===== config.mk =====
export PLATFORM = sky130hd
export DESIGN_NAME = bpfcap
export DESIGN_NICKNAME = d
export VERILOG_FILES = /design/src/rtl/bpfcap_pkg.sv /design/src/rtl/bpfcap_csr.sv /design/src/rtl/bpfcap.sv
export SDC_FILE = /design/constraint.sdc
export NUM_CORES = 1
export LEC_CHECK = 0
export ABC_CLOCK_PERIOD_IN_PS = 3700
export BUFFER_PORTS_ARGS = -buffer_cell sky130_fd_sc_hd__buf_2
export CAP_MARGIN = 20
export CORE_ASPECT_RATIO = 2
export CORE_UTILIZATION = 40
export DETAILED_ROUTE_END_ITERATION = 7
export PLACE_DENSITY = 0.55
export RECOVER_POWER = 50
export SYNTH_ARGS = -nofsm -noshare
export SYNTH_HDL_FRONTEND = slang
export SYNTH_HIERARCHICAL = 1
export SYNTH_SLANG_ARGS = --single-unit

===== constraint.sdc =====
create_clock -name clk -period 3.7 [get_ports clk]
set_clock_uncertainty 0.2 [all_clocks]
set_input_delay 0.925 -clock clk [delete_from_list [all_inputs] [get_ports clk]]
set_output_delay 0.925 -clock clk [all_outputs]
set_load 0.01 [all_outputs]

===== src/rtl/bpfcap_pkg.sv =====
// rtl/bpfcap_pkg.sv - shared constants, CSR map and FSM states for the bpfcap copy engine
package bpfcap_pkg;

    localparam int DATA_W  = 32;
    localparam int ADDR_W  = 32;
    localparam int BURST_W = 16;

    localparam logic [2:0] CSR_CONTROL     = 3'd0;
    localparam logic [2:0] CSR_PKT_BEGIN   = 3'd1;
    localparam logic [2:0] CSR_PKT_END     = 3'd2;
    localparam logic [2:0] CSR_DST_ADDR    = 3'd3;
    localparam logic [2:0] CSR_WORD_COUNT  = 3'd4;
    localparam logic [2:0] CSR_FILTER_VAL  = 3'd5;
    localparam logic [2:0] CSR_FILTER_MASK = 3'd6;

    localparam int CTRL_GO    = 0;
    localparam int CTRL_BUSY  = 1;
    localparam int CTRL_DONE  = 2;
    localparam int CTRL_MATCH = 3;

    typedef enum logic [1:0] {
        ST_IDLE  = 2'd0,
        ST_RUN   = 2'd1,
        ST_DRAIN = 2'd2
    } state_e;

endpackage


===== src/rtl/bpfcap_csr.sv =====
// rtl/bpfcap_csr.sv - s0 register file, GO/DONE-clear strobes and registered readback (filter regs under BPFCAP_FILTER_EN)
module bpfcap_csr
    import bpfcap_pkg::*;
(
    input  logic              clk,
    input  logic              reset,
    input  logic [2:0]        avs_s0_address,
    input  logic              avs_s0_write,
    input  logic [DATA_W-1:0] avs_s0_writedata,
    input  logic              avs_s0_read,
    output logic [DATA_W-1:0] avs_s0_readdata,
`ifdef BPFCAP_FILTER_EN
    input  logic              match_i,
    output logic [DATA_W-1:0] filter_val_o,
    output logic [DATA_W-1:0] filter_mask_o,
`endif
    input  logic              busy_i,
    input  logic              done_i,
    input  logic [DATA_W-1:0] word_count_i,
    output logic              go_o,
    output logic              done_clr_o,
    output logic [ADDR_W-1:0] pkt_begin_o,
    output logic [ADDR_W-1:0] pkt_end_o,
    output logic [ADDR_W-1:0] dst_addr_o
);

    logic [DATA_W-1:0] readdata_q;
    logic [ADDR_W-1:0] pkt_begin_q;
    logic [ADDR_W-1:0] pkt_end_q;
    logic [ADDR_W-1:0] dst_addr_q;
    logic [DATA_W-1:0] rd_mux;
    logic              ctrl_wr;
`ifdef BPFCAP_FILTER_EN
    logic [DATA_W-1:0] filter_val_q;
    logic [DATA_W-1:0] filter_mask_q;
    logic              match_bit;
    assign match_bit     = match_i;
    assign filter_val_o  = filter_val_q;
    assign filter_mask_o = filter_mask_q;
`else
    logic              match_bit;
    assign match_bit = 1'b0;
`endif

    assign ctrl_wr     = avs_s0_write && (avs_s0_address == CSR_CONTROL);
    assign go_o        = ctrl_wr && avs_s0_writedata[CTRL_GO] && !busy_i;
    assign done_clr_o  = ctrl_wr && avs_s0_writedata[CTRL_DONE];
    assign pkt_begin_o = pkt_begin_q;
    assign pkt_end_o   = pkt_end_q;
    assign dst_addr_o  = dst_addr_q;
    assign avs_s0_readdata = readdata_q;

    // Readback mux; GO always reads 0, reserved addresses read 0
    always_comb begin
        rd_mux = '0;
        case (avs_s0_address)
            CSR_CONTROL: begin
                rd_mux[CTRL_BUSY]  = busy_i;
                rd_mux[CTRL_DONE]  = done_i;
                rd_mux[CTRL_MATCH] = match_bit;
            end
            CSR_PKT_BEGIN:  rd_mux = pkt_begin_q;
            CSR_PKT_END:    rd_mux = pkt_end_q;
            CSR_DST_ADDR:   rd_mux = dst_addr_q;
            CSR_WORD_COUNT: rd_mux = word_count_i;
`ifdef BPFCAP_FILTER_EN
            CSR_FILTER_VAL:  rd_mux = filter_val_q;
            CSR_FILTER_MASK: rd_mux = filter_mask_q;
`endif
            default:        rd_mux = '0;
        endcase
    end

    // Register writes (window/destination frozen while a run is active) and read-data capture
    always_ff @(posedge clk) begin
        if (reset) begin
            readdata_q  <= '0;
            pkt_begin_q <= '0;
            pkt_end_q   <= '0;
            dst_addr_q  <= '0;
`ifdef BPFCAP_FILTER_EN
            filter_val_q  <= '0;
            filter_mask_q <= '0;
`endif
        end else begin
            if (avs_s0_read) begin
                readdata_q <= rd_mux;
            end
            if (avs_s0_write && !busy_i) begin
                case (avs_s0_address)
                    CSR_PKT_BEGIN: pkt_begin_q <= avs_s0_writedata;
                    CSR_PKT_END:   pkt_end_q   <= avs_s0_writedata;
                    CSR_DST_ADDR:  dst_addr_q  <= avs_s0_writedata;
                    default: ;
                endcase
            end
`ifdef BPFCAP_FILTER_EN
            if (avs_s0_write && (avs_s0_address == CSR_FILTER_VAL)) begin
                filter_val_q <= avs_s0_writedata;
            end
            if (avs_s0_write && (avs_s0_address == CSR_FILTER_MASK)) begin
                filter_mask_q <= avs_s0_writedata;
            end
`endif
        end
    end

endmodule


===== src/rtl/bpfcap.sv =====
// rtl/bpfcap.sv - BPF capture copy engine top: run FSM, m0 read / m1 write datapath (filter under BPFCAP_FILTER_EN)
module bpfcap
    import bpfcap_pkg::*;
(
    input  logic               clk,
    input  logic               reset,
    input  logic [2:0]         avs_s0_address,
    input  logic               avs_s0_write,
    input  logic [DATA_W-1:0]  avs_s0_writedata,
    input  logic               avs_s0_read,
    output logic [DATA_W-1:0]  avs_s0_readdata,
    output logic [ADDR_W-1:0]  avs_m0_address,
    output logic               avs_m0_read,
    output logic [BURST_W-1:0] avs_m0_burstcount,
    input  logic [DATA_W-1:0]  avs_m0_readdata,
    output logic [ADDR_W-1:0]  avs_m1_address,
    output logic               avs_m1_write,
    output logic [DATA_W-1:0]  avs_m1_writedata,
    output logic [BURST_W-1:0] avs_m1_burstcount
);

    state_e            state_q;
    logic [ADDR_W-1:0] rd_ptr_q;
    logic              m0_read_q;
    logic [ADDR_W-1:0] remaining_q;
    logic              rd_pending_q;
    logic [ADDR_W-1:0] wr_ptr_q;
    logic              m1_write_q;
    logic [ADDR_W-1:0] m1_addr_q;
    logic [DATA_W-1:0] m1_data_q;
    logic              done_q;
    logic [DATA_W-1:0] word_count_q;

    logic              go;
    logic              done_clr;
    logic              busy;
    logic              pass;
    logic [ADDR_W-1:0] pkt_begin;
    logic [ADDR_W-1:0] pkt_end;
    logic [ADDR_W-1:0] dst_addr;

    assign busy = (state_q != ST_IDLE);

`ifdef BPFCAP_FILTER_EN
    logic              first_q;
    logic              match_q;
    logic              match_now;
    logic [DATA_W-1:0] filter_val;
    logic [DATA_W-1:0] filter_mask;
    // The first word of a run decides whether the whole run is written out
    assign match_now = ((avs_m0_readdata & filter_mask) == filter_val);
    assign pass      = first_q ? match_now : match_q;
`else
    assign pass = 1'b1;
`endif

    bpfcap_csr u_csr (
        .clk              (clk),
        .reset            (reset),
        .avs_s0_address   (avs_s0_address),
        .avs_s0_write     (avs_s0_write),
        .avs_s0_writedata (avs_s0_writedata),
        .avs_s0_read      (avs_s0_read),
        .avs_s0_readdata  (avs_s0_readdata),
`ifdef BPFCAP_FILTER_EN
        .match_i          (match_q),
        .filter_val_o     (filter_val),
        .filter_mask_o    (filter_mask),
`endif
        .busy_i           (busy),
        .done_i           (done_q),
        .word_count_i     (word_count_q),
        .go_o             (go),
        .done_clr_o       (done_clr),
        .pkt_begin_o      (pkt_begin),
        .pkt_end_o        (pkt_end),
        .dst_addr_o       (dst_addr)
    );

    assign avs_m0_address    = rd_ptr_q;
    assign avs_m0_read       = m0_read_q;
    assign avs_m0_burstcount = BURST_W'(1);
    assign avs_m1_address    = m1_addr_q;
    assign avs_m1_write      = m1_write_q;
    assign avs_m1_writedata  = m1_data_q;
    assign avs_m1_burstcount = BURST_W'(1);

    // Run FSM plus read-to-write pipeline: read in k, data captured end of k+1, write in k+2
    always_ff @(posedge clk) begin
        if (reset) begin
            state_q      <= ST_IDLE;
            rd_ptr_q     <= '0;
            m0_read_q    <= 1'b0;
            remaining_q  <= '0;
            rd_pending_q <= 1'b0;
            wr_ptr_q     <= '0;
            m1_write_q   <= 1'b0;
            m1_addr_q    <= '0;
            m1_data_q    <= '0;
            done_q       <= 1'b0;
            word_count_q <= '0;
`ifdef BPFCAP_FILTER_EN
            first_q      <= 1'b0;
            match_q      <= 1'b0;
`endif
        end else begin
            rd_pending_q <= m0_read_q;
            m1_write_q   <= 1'b0;
            if (done_clr) begin
                done_q <= 1'b0;
            end

            case (state_q)
                ST_IDLE: begin
                    if (go) begin
                        word_count_q <= '0;
                        if (pkt_end > pkt_begin) begin
                            done_q      <= 1'b0;
                            state_q     <= ST_RUN;
                            m0_read_q   <= 1'b1;
                            rd_ptr_q    <= pkt_begin;
                            remaining_q <= pkt_end - pkt_begin;
                            wr_ptr_q    <= dst_addr;
`ifdef BPFCAP_FILTER_EN
                            first_q     <= 1'b1;
`endif
                        end else begin
                            done_q <= 1'b1;
                        end
                    end
                end
                ST_RUN: begin
                    if (remaining_q == ADDR_W'(1)) begin
                        m0_read_q <= 1'b0;
                        state_q   <= ST_DRAIN;
                    end else begin
                        rd_ptr_q <= rd_ptr_q + ADDR_W'(1);
                    end
                    remaining_q <= remaining_q - ADDR_W'(1);
                end
                ST_DRAIN: begin
                    // The cycle with no capture pending is the one issuing the final write
                    if (!rd_pending_q) begin
                        state_q <= ST_IDLE;
                        done_q  <= 1'b1;
                    end
                end
                default: state_q <= ST_IDLE;
            endcase

            if (rd_pending_q) begin
`ifdef BPFCAP_FILTER_EN
                first_q <= 1'b0;
                if (first_q) begin
                    match_q <= match_now;
                end
`endif
                if (pass) begin
                    m1_write_q   <= 1'b1;
                    m1_addr_q    <= wr_ptr_q;
                    m1_data_q    <= avs_m0_readdata;
                    wr_ptr_q     <= wr_ptr_q + ADDR_W'(1);
                    word_count_q <= word_count_q + DATA_W'(1);
                end
            end
        end
    end

endmodule


==> Flow_metrics.wiki <==
{| class="wikitable"
! Metric !! Value
|-
| # nets final || 2426
|-
| Layout cells sized above 1 || 0.1291
|-
| Antenna-violating nets left || 0
|-
| Dominant synthesized flop cell || dfxtp_1
|-
| Sequential share of the synthesized area || 0.3577
|-
| Relative slew margins || -0.02301
|-
| Critical Path, Cell by Cell || inv_1 -> ha_1 -> fa_1 -> nand2b_1 -> a21oi_1 -> o21ai_1 -> a211oi_2 -> buf_4 -> nor2_1 -> o21ai_0 -> buf_4 -> xor2_1 -> nor2_1 -> a2111oi_0
|-
| Post-layout utilization of the core || 0.4610
|-
| Final hold violation count || 0
|-
| Full die area || 0.04652 sq mm
|-
| H-Tree Depth || 1
|-
| Total number of yosys warnings || 6
|-
| Maximum number of pins on one net before global-route repair || 111
|-
| # setup viols final || 0
|-
| Sinks on Clock Net || 326
|-
| Setup repair after global routing missed its margin || false
|-
| Setup TNS || 0 ns
|-
| Result of the run || complete, but fails checks
|-
| Post-detailed-routing wire length || between 60000 and 70000 um
|-
| Clock transition at the register clock pins on the worst setup and hold paths after CTS || 0.07 ns
|-
| Routed via count || 16540
|-
| DR iter-0 viols || around 1100
|-
| Crit-path max FO || 3
|-
| Arrival time worst endpoint || ~3.8 ns
|-
| Starting utilization of the core area || 0.4054
|-
| CP max stage delay || roughly 0.39 ns
|-
| Total of buffers placed on input and output ports || 200
|-
| Largest family of logic cells by synthesized area || simple AND/OR/NAND/NOR gates
|-
| Kind of end point of the critical path || register
|-
| DP HPWL || approximately 46000 um
|-
| Complex-gate fraction of the synthesized area || 0.1747
|-
| Maximum vdd drop || between 300 and 400 uV
|-
| Highest-count cells in the layout ignoring fill and taps || 325 x dfxtp_1, 176 x nor2_1, 165 x nand2_1
|-
| Arithmetic-cell share of the synthesized area counting full adders, half adders and majority gates || 0.02647
|-
| Y dimension of the die || 304.0 um
|-
| Number of global-route vias before repair || 16320
|-
| Root Driver || clkbuf_16
|-
| Placer Congestion || slightly above 0.9
|-
| CTS tree || done
|-
| Type of element launching the critical path || register
|-
| Setup Crit Path Kind || register to register
|-
| Total power divided by cell area || 419.6 mW/mm^2
|-
| Worst EP required || between 3 and 4 ns
|-
| Number of buffer and inverter instances along the worst setup path || 3
|-
| FFs w/ async S/R, synth || 0
|-
| Simple-gate share of the synthesized area || 0.2402
|-
| Number of cell rows || 110
|-
| Cell taking the most area after synthesis || dfxtp_1
|-
| Leakage Power || around 7.5 nW
|-
| Average wire length per cell after detail routing || about 21 um
|-
| Cell Area, Synth || 0.01824 sq mm
|-
| Most common cell after layout, fill and taps aside || dfxtp_1
|-
| Failing checks || max-capacitance violations, max-slew violations
|-
| Worst Slack Setup Final || approximately 0.18 ns
|-
| Ratio of final minimum period to clock period || 0.9522
|-
| Highest achievable clock rate || approximately 0.28 GHz
|-
| TritonCTS Buffers || 31
|-
| Clock period minus final worst setup slack || between 3 and 4 ns
|-
| Number of enable-type register cells in the synthesized netlist || 0
|-
| Topmost layer with routed signal wires || met4
|-
| Met1 routed wirelength after detailed routing || 24730 um
|-
| Detailed-routed wire length on met3 || ~2600 um
|-
| Main area contributors after synthesis || dfxtp_1 36%, mux2i_1 7.2%, a21oi_1 4.0%, nand2b_1 3.8%, nor2_1 3.7%
|-
| Overall die width || 153.0 um
|-
| Worst-case setup slack after placement || approximately 0.11 ns
|-
| Post-synthesis instance total || ~2200
|-
| WL met2 || between 30000 and 40000 um
|-
| Multiplexer share of the synthesized area || 0.1040
|-
| Library cell contributing the largest single delay on the critical path || fa_1
|-
| XOR/XNOR share of the synthesized area || 0.02976
|-
| Clock buffer depth || 3
|-
| I/O pin total || 233
|-
| Top delay family on crit path || compound AO/OA/AOI/OAI gates
|-
| Initial antenna violation count || 0
|-
| Share of the synthesized area in the top cell type || 0.3577
|-
| Area Growth Syn to Fin || 13.73%
|-
| Mean post-synth cell area || between 8 and 9 sq um
|-
| Overflow after GRT || 0
|-
| Vias per std cell || approximately 5.7
|-
| GRT Total Usage || 0.2615
|-
| Worst min-delay path category || register to register
|-
| Max-slew violations || 97
|-
| Skew-Pair Late Insertion Delay || 0.60 ns
|-
| Number of synthesized register bits || about 330
|-
| Core ar. || approximately 0.045 sq mm
|-
| Max-cap violations || 1
|-
| Drt first pass iters || 6
|-
| Yosys cell types || between 80 and 90
|-
| DRC errors left || 0
|-
| Wire length of the first global-routing pass || roughly 96000 um
|-
| Slew at the pin closest to its max-slew limit || between 1.5 and 2 ns
|-
| Number of antenna repair diodes || 0
|}
[worst min-delay path: cells and delay by family, from the launching register on]
kind	cells	cell delay (ns)
simple gates	1	0.04
flops	1	0.33
compound gates	1	0.05
[cell families (layout without fill, tap and decap cells)]
logic type                 after synthesis  after routing
and+or+nand+nor                        806            806
AOI/OAI and AO/OA                      505            505
DFF                                    326            326
buffers and inverters                  248            388
muxes                                  183            183
xor gates and xnor gates                62             62
adders and majority gates               38             38
other                                    2             32
[final cells by class]
cell class,count,area [sq um]
well taps,560,700.7
inverters,56,210.2
fillers,4501,24260
clock buffers,43,920.9
multi-input cells,1626,10630
clock inverters,13,236.5
repair buffers,276,1516
flip-flops and latches,326,6530
[cell usage after synthesis (5+ instances only)]
| library cell | instances |
|---|---|
| nand3b_1 | 6 |
| nand2_1 | 165 |
| a22oi_1 | 12 |
| xor2_1 | 32 |
| o21ai_0 | 119 |
| nor2_1 | 179 |
| a21oi_1 | 146 |
| and2_1 | 10 |
| o31ai_1 | 11 |
| a32oi_1 | 7 |
| o41ai_1 | 5 |
| a21o_1 | 23 |
| and4bb_2 | 5 |
| nor3b_1 | 17 |
| clkbuf_1 | 94 |
| buf_1 | 11 |
| o21ai_1 | 12 |
| buf_4 | 38 |
| and4_1 | 6 |
| xnor2_1 | 30 |
| o21a_1 | 6 |
| a311oi_1 | 11 |
| a221oi_1 | 7 |
| nand4_1 | 26 |
| o22ai_1 | 15 |
| buf_2 | 38 |
| inv_1 | 55 |
| nor3_1 | 41 |
| o32ai_1 | 18 |
| nand3_1 | 108 |
| dfxtp_1 | 326 |
| mux2_2 | 51 |
| mux2i_1 | 131 |
| o211ai_1 | 16 |
| nor2b_1 | 8 |
| or2_2 | 8 |
| nor4bb_1 | 52 |
| or3_1 | 11 |
| ha_1 | 37 |
| a31oi_1 | 22 |
| buf_6 | 6 |
| a211oi_1 | 44 |
| nand2b_1 | 110 |
| and3_1 | 26 |
[report_power, final]
| part | internal, mW | switching, mW |
|---|---|---|
| Combinational | 0.529 | 0.810 |
| Sequential | 3.59 | 0.127 |
| Clock | 2.16 | 1.49 |
[worst paths after layout]
check        depth (start not counted)  slack (ns)                       from                         to
max                                 14        0.18         u_csr/pkt_end_o[0]            remaining_q[22]
min                                  2        0.26  u_csr/avs_s0_readdata[18]  u_csr/avs_s0_readdata[18]
max reg2reg                         14        0.18         u_csr/pkt_end_o[0]            remaining_q[22]
min reg2reg                          2        0.26  u_csr/avs_s0_readdata[18]  u_csr/avs_s0_readdata[18]
[routing by layer]
layer,vias up,GRT usage
met4,0,0.1698
met5,-,0
met3,126,0.02421
met2,470,0.4570
li1,8023,-
met1,7924,0.3035
[through the flow]
step           hold slack, ns  cells  total power, mW  instance area (sq um)
5_1_grt                0.2813   2900            9.043                  20750
3_3_place_gp           0.2382   2842            5.111                  19750
4_1_cts                0.2606   2898            8.771                  20910
3_5_place_dp           0.2413   2842            5.122                  19750
2_1_floorplan          0.2455   2200            4.690                  18360
6_report               0.2590   2900            8.706                  20750
[repair_timing]
item	in CTS	in global routing
endpoints found under the hold margin	0	0
resized for setup	0	2
hold buffers	0	0
buffers inserted	0	1
endpoints found under the setup margin	0	3
No activity file was read; power rests on OpenSTA's default activity.
